<file path="src/rtl/sp_tx_pkg.sv">
// Shared types and constants for the sensor-packet to DMA transmitter.
package sp_tx_pkg;

    // Frame sequencer states
    typedef enum logic [1:0] {
        IDLE = 2'd0,
        MEM  = 2'd1,
        OKRX = 2'd2,
        CRC  = 2'd3
    } state_t;

    // CRC-16/CCITT-FALSE defaults: MSB-first, non-reflected
    localparam logic [15:0] DEF_CRC_POLY = 16'h1021;
    localparam logic [15:0] DEF_CRC_INIT = 16'hFFFF;

    // Number of whole bytes needed to carry n status bits
    function automatic int ok_rx_bytes(input int n);
        return (n + 7) / 8;
    endfunction

endpackage

</file>
<file path="src/rtl/crc16_byte.sv">
// Combinational CRC-16 update by one byte, MSB-first, non-reflected.
module crc16_byte (
    input  logic [15:0] crc_in,
    input  logic [7:0]  data_in,
    input  logic [15:0] poly,
    output logic [15:0] crc_out
);

    logic [15:0] acc;

    // Shift the byte through the LFSR one bit at a time, MSB first
    always_comb begin
        // NOTE: combinational blocks use blocking '=' so each loop step sees the previous one.
        acc = crc_in ^ {data_in, 8'h00};
        for (int i = 0; i < 8; i++) begin
            acc = acc[15] ? ((acc << 1) ^ poly) : (acc << 1);
        end
        crc_out = acc;
    end

endmodule

</file>
<file path="src/rtl/transmit_sp_frame_to_dma.sv">
// Sensor-packet frame transmitter towards an Avalon-ST DMA sink.
// Frame = memory payload, ok_rx status bytes (LSB byte first), CRC-16.
// Build option: define SP_FRAME_CRC_EN to append the two CRC beats;
// without it the frame ends on the last status (or payload) byte.
module transmit_sp_frame_to_dma
    import sp_tx_pkg::*;
#(
    parameter int          SENSORS_NUMBER = 16,
    parameter logic [15:0] CRC_POLY       = DEF_CRC_POLY,
    parameter logic [15:0] CRC_INIT       = DEF_CRC_INIT
) (
    input  logic                                            clk,
    input  logic                                            rst,
    input  logic                                            sot,
    input  logic [7:0]                                      mem_data,
    input  logic                                            mem_valid,
    input  logic                                            mem_eor,
    output logic                                            mem_ready,
    input  logic [(SENSORS_NUMBER > 0 ? SENSORS_NUMBER : 1)-1:0] ok_rx,
    output logic [7:0]                                      src_data,
    output logic                                            src_valid,
    input  logic                                            src_ready,
    output logic                                            src_sop,
    output logic                                            src_eop,
    output logic                                            busy
);

    localparam int OKB    = ok_rx_bytes(SENSORS_NUMBER);
    localparam int OK_W   = (SENSORS_NUMBER > 0) ? SENSORS_NUMBER : 1;
    localparam int SNAP_W = (OKB > 0) ? OKB * 8 : 8;
    localparam int CNT_W  = (OKB > 1) ? $clog2(OKB) : 1;
    localparam bit HAS_OK = (OKB > 0);
    localparam logic [CNT_W-1:0] LAST_CNT = (OKB > 0) ? CNT_W'(OKB - 1) : '0;

`ifdef SP_FRAME_CRC_EN
    localparam state_t TAIL = CRC;
`else
    localparam state_t TAIL = IDLE;
`endif

    state_t             state;
    state_t             state_nxt;
    logic               first_beat;
    logic [CNT_W-1:0]   byte_cnt;
    logic [SNAP_W-1:0]  ok_snap;
    logic [SNAP_W-1:0]  ok_pad;
    logic [7:0]         ok_byte;
    logic               last_ok;
    logic               fire;

    assign fire    = src_valid & src_ready;
    assign last_ok = (byte_cnt == LAST_CNT);
    assign ok_byte = ok_snap[{byte_cnt, 3'b000} +: 8];
    assign busy    = (state != IDLE);

    // Zero-extend the status flags to whole bytes
    always_comb begin
        ok_pad           = '0;
        ok_pad[OK_W-1:0] = ok_rx;
    end

`ifdef SP_FRAME_CRC_EN
    logic        crc_beat;
    logic [15:0] crc;
    logic [15:0] crc_next;

    crc16_byte u_crc (
        .crc_in  (crc),
        .data_in (src_data),
        .poly    (CRC_POLY),
        .crc_out (crc_next)
    );

    // CRC accumulator: seeded on sot, updated per payload/status beat, frozen in CRC
    always_ff @(posedge clk) begin
        if (rst) begin
            crc      <= CRC_INIT;
            crc_beat <= 1'b0;
        end else begin
            if (state == IDLE && sot) begin
                crc <= CRC_INIT;
            end else if ((state == MEM || state == OKRX) && fire) begin
                crc <= crc_next;
            end
            if (state == CRC && fire) begin
                crc_beat <= ~crc_beat;
            end
        end
    end
`endif

    // State register
    always_ff @(posedge clk) begin
        // NOTE: sequential state is updated with non-blocking '<=' so all registers see pre-edge values.
        if (rst) begin
            state <= IDLE;
        end else begin
            state <= state_nxt;
        end
    end

    // Next-state logic
    always_comb begin
        // NOTE: default assignment first so no path leaves state_nxt unassigned (no latch).
        state_nxt = state;
        case (state)
            IDLE: if (sot) state_nxt = MEM;
            MEM:  if (fire && mem_eor) state_nxt = HAS_OK ? OKRX : TAIL;
            OKRX: if (fire && last_ok) state_nxt = TAIL;
`ifdef SP_FRAME_CRC_EN
            CRC:  if (fire && crc_beat) state_nxt = IDLE;
`endif
            default: state_nxt = IDLE;
        endcase
    end

    // Output logic: MEM is a zero-latency pass-through of the memory stream
    always_comb begin
        src_data  = 8'h00;
        src_valid = 1'b0;
        src_sop   = 1'b0;
        src_eop   = 1'b0;
        mem_ready = 1'b0;
        case (state)
            MEM: begin
                src_data  = mem_data;
                src_valid = mem_valid;
                src_sop   = first_beat;
                mem_ready = src_ready;
`ifndef SP_FRAME_CRC_EN
                src_eop   = !HAS_OK && mem_eor;
`endif
            end
            OKRX: begin
                src_data  = ok_byte;
                src_valid = 1'b1;
`ifndef SP_FRAME_CRC_EN
                src_eop   = last_ok;
`endif
            end
`ifdef SP_FRAME_CRC_EN
            CRC: begin
                src_data  = crc_beat ? crc[7:0] : crc[15:8];
                src_valid = 1'b1;
                src_eop   = crc_beat;
            end
`endif
            default: ;
        endcase
    end

    // Frame bookkeeping: sop flag and status byte counter
    always_ff @(posedge clk) begin
        if (rst) begin
            first_beat <= 1'b0;
            byte_cnt   <= '0;
        end else begin
            if (state == IDLE && sot) begin
                first_beat <= 1'b1;
            end else if (state == MEM && fire) begin
                first_beat <= 1'b0;
            end
            if (state == OKRX && fire) begin
                byte_cnt <= last_ok ? '0 : byte_cnt + 1'b1;
            end
        end
    end

    // Status snapshot taken with the last payload byte
    always_ff @(posedge clk) begin
        // NOTE: data-only storage is left unreset; it is always written before it is read.
        if (state == MEM && fire && mem_eor) begin
            ok_snap <= ok_pad;
        end
    end

endmodule
</file>
<file path="config.mk">
export PLATFORM = sky130hd
export DESIGN_NAME = transmit_sp_frame_to_dma
export DESIGN_NICKNAME = d
export VERILOG_FILES = /design/src/rtl/sp_tx_pkg.sv /design/src/rtl/crc16_byte.sv /design/src/rtl/transmit_sp_frame_to_dma.sv
export SDC_FILE = /design/constraint.sdc
export NUM_CORES = 1
export LEC_CHECK = 0
export BUFFER_PORTS_ARGS = -buffer_cell sky130_fd_sc_hd__buf_2
export CAP_MARGIN = 20
export CELL_PAD_IN_SITES_DETAIL_PLACEMENT = 2
export CELL_PAD_IN_SITES_GLOBAL_PLACEMENT = 2
export CORE_MARGIN = 3
export CORE_UTILIZATION = 28
export CTS_CLUSTER_DIAMETER = 50
export DETAILED_ROUTE_END_ITERATION = 8
export PLACE_DENSITY = 0.73
export SYNTH_ARGS = -nofsm -noshare
export SYNTH_HDL_FRONTEND = slang
export SYNTH_HIERARCHICAL = 1
export SYNTH_SLANG_ARGS = --single-unit
</file>
<file path="constraint.sdc">
create_clock -name clk -period 3.2 [get_ports clk]
set_clock_uncertainty 0.15 [all_clocks]
set_input_delay 0.64 -clock clk [delete_from_list [all_inputs] [get_ports clk]]
set_output_delay 0.64 -clock clk [all_outputs]
set_load 0.02 [all_outputs]
</file>
==> out/metrics.yaml <==
core_um2: 3390
final_nets: 158
numCtsBuffers: 3
hold_path_depth: 1
grt_max_degree: 17
clockRootBuffer: "clkbuf_4"
slew_violations: 0
place_hpwl_um: 1981
avgViaCountPerCell: 4.679
vdd_drop_max_mv: 0.2287
clk-insertion-delay-late_ns: 0.30
routed_wl_um: 2534
critPathLaunch: "state[1]"
final_core_util_pct: 38.65
num_vias: 786
synthCells: 79
clock.fmax_ghz: 0.3887
synth-main-ff-cell: "edfxtp_1"
die_area_um2: 4318
min_to: "ok_snap[2]"
relSlewSlack_pct: 64.47
cts_tree: "yes"
synthToLayoutAreaGrowth_pct: 31.20
seqCellArea_um2: 560.5
critPathKind: "reg -> out"
grt_pass1_wl_um: 4209
holdCritPathClass: "in -> reg"
worst_slack_ns: 0.6275
ys_warn_count: 6
synth.most_common_cell: "edfxtp_1"
crit_fanout: 13
min_period_ns: 2.572
cts_repair_resize_count: 0
p_leak_nw: 0.5429
postLayoutCellArea_um2: 1310
cts.sinks: 20
postCtsSetupRepairBufs: 0
async_reset_ff_share_pct: 0
die_w_um: 65.72
fin_crit_sh_pct: 80.39
std_cell_rows: 21
synth_top_area_cell: "edfxtp_1"
synth_edf_count: 16
status: "completed"
r2r_setup_slack_ns: 1.02
clk_path_buf_depth: 2
synth_commonest_cells: "edfxtp_1, a22oi_1, nor2b_1"
hold_viol: 0
numPortBuffers: 42
end_kind: "output pin"
drc: 0
start_util_pct: 29.46
ios: 43
synth_cell_type_count: 18
wire_per_inst_um: 15.08
worstRegToRegCells: 5
seq_area_frac_synth_pct: 56.14
power_density_nw_per_um2: 675.6
die_h_um: 65.72
n_antenna_cell: 0
detail-route-antenna-nets: 0
crit_path_start_kind: "flip-flop"
dpl_cell_area_um2: 1257
ys_ff_latch: 20
syn_nets: 114
htree_levels: 1
dr.pass1.iters: 4
drt_iter0_markers: 31
overflow: 0
reg2reg_to: "state[1]"
grt_usage_pct: 12.97
multi_input_area_um2: 402.9
place.gp.congestion: 0.6843
fin_tns_setup_ns: 0
cp.arrival_ns: 1.78
drive_gt1_share_pct: 45.08
syn_area_per_cell_um2: 12.64
setup_violations: 0
n_fill_cell: 355
rsz0062_at_grt: "no"
maxCapViolCount: 0
pre_cts_ws_ns: 0.9662
timing.rr.start: "state[0]"
hold_buffers: 0
worst_pin_slew_ns: 0.5329
grt_pass1_vias: 872
cp.required_ns: 2.41
min_from: "ok_rx[2]"
path_clk_slew_ns: 0.13
synth_top_area_share_pct: 48.12
antenna_found_initial: 0
synth.area.top_cells: "edfxtp_1, mux2_2, dfxtp_1, a22oi_1, ha_1"
syn_area_um2: 998.5
[worst max path at each step]
stage / end / slack, ns
floorplan: ok_snap[0] / 0.83
global placement: src_data[3] / 1.01
detailed placement: src_data[0] / 0.97
CTS: src_data[0] / 0.61
global route: src_data[0] / 0.43
finish: src_data[0] / 0.63
[flip-flops by register name, summed over array words and instances, names as in the netlist]
register	flops
byte_cnt	1
first_beat	1
ok_snap	16
state	2
[worst max-delay path, stage by stage, from the launching register on]
cell and delay, ns:
dfxtp_1 0.35, inv_1 0.13, ha_1 0.48, a22oi_1 0.17, nor2b_1 0.17, buf_2 0.18
[cell type report]
type | instances | area share [%]
flip-flops and latches | 20 | 42.79
inverters | 5 | 1.433
well taps | 46 | 4.393
clock inverters | 1 | 2.292
repair buffers | 43 | 16.62
clock buffers | 3 | 1.719
multi-input cells | 50 | 30.75
[metal layers]
metal	global-route usage (%)	vias to the layer above	wire [um]	share of wire, %
met4	3.109	0	13	0.51
met5	0	-	0	0
met2	22.28	28	1299	51
met3	3.419	2	136	5.4
li1	-	373	-	-
met1	16.05	383	1085	43
[power by group]
group	leakage (nW)	internal [mW]	total, mW	switching, mW
clock network	0.0279	0.127	0.208	0.0818
registers	0.177	0.301	0.316	0.0158
logic	0.338	0.149	0.361	0.211
[logic make-up (layout without fill, tap and decap cells)]
kind of cell	count (synthesis)	in the layout	synth area share, %
simple gates	21	21	12.15
flops	20	20	56.14
compound gates	13	13	10.02
mux	10	10	11.03
buf+inv	9	52	3.508
fa+ha+maj	5	5	6.266
xor+xnor	1	1	0.8774
[through the flow]
stage | hold slack [ns] | total power [mW] | std cells
after floorplan | 0.3071 | 0.5749 | 79
after global placement | 0.3288 | 0.6700 | 164
after detailed placement | 0.3364 | 0.6870 | 164
after CTS | 0.3422 | 0.8967 | 168
after global routing | 0.3204 | 0.9499 | 168
final | 0.3492 | 0.8851 | 168
[layout by cell type (no fill, tap or decap), drive strengths merged]
master	instances
a21oi	1
buf	43
edfxtp	16
nand2b	4
nor2b	9
nor2	3
mux2	8
bufinv	1
ha	5
a222oi	1
a22oi	9
clkbuf	3
xor2	1
o2111ai	2
mux2i	2
inv	5
dfxtp	4
nand3	2
and2	3
(Power assumes the default switching activity.)
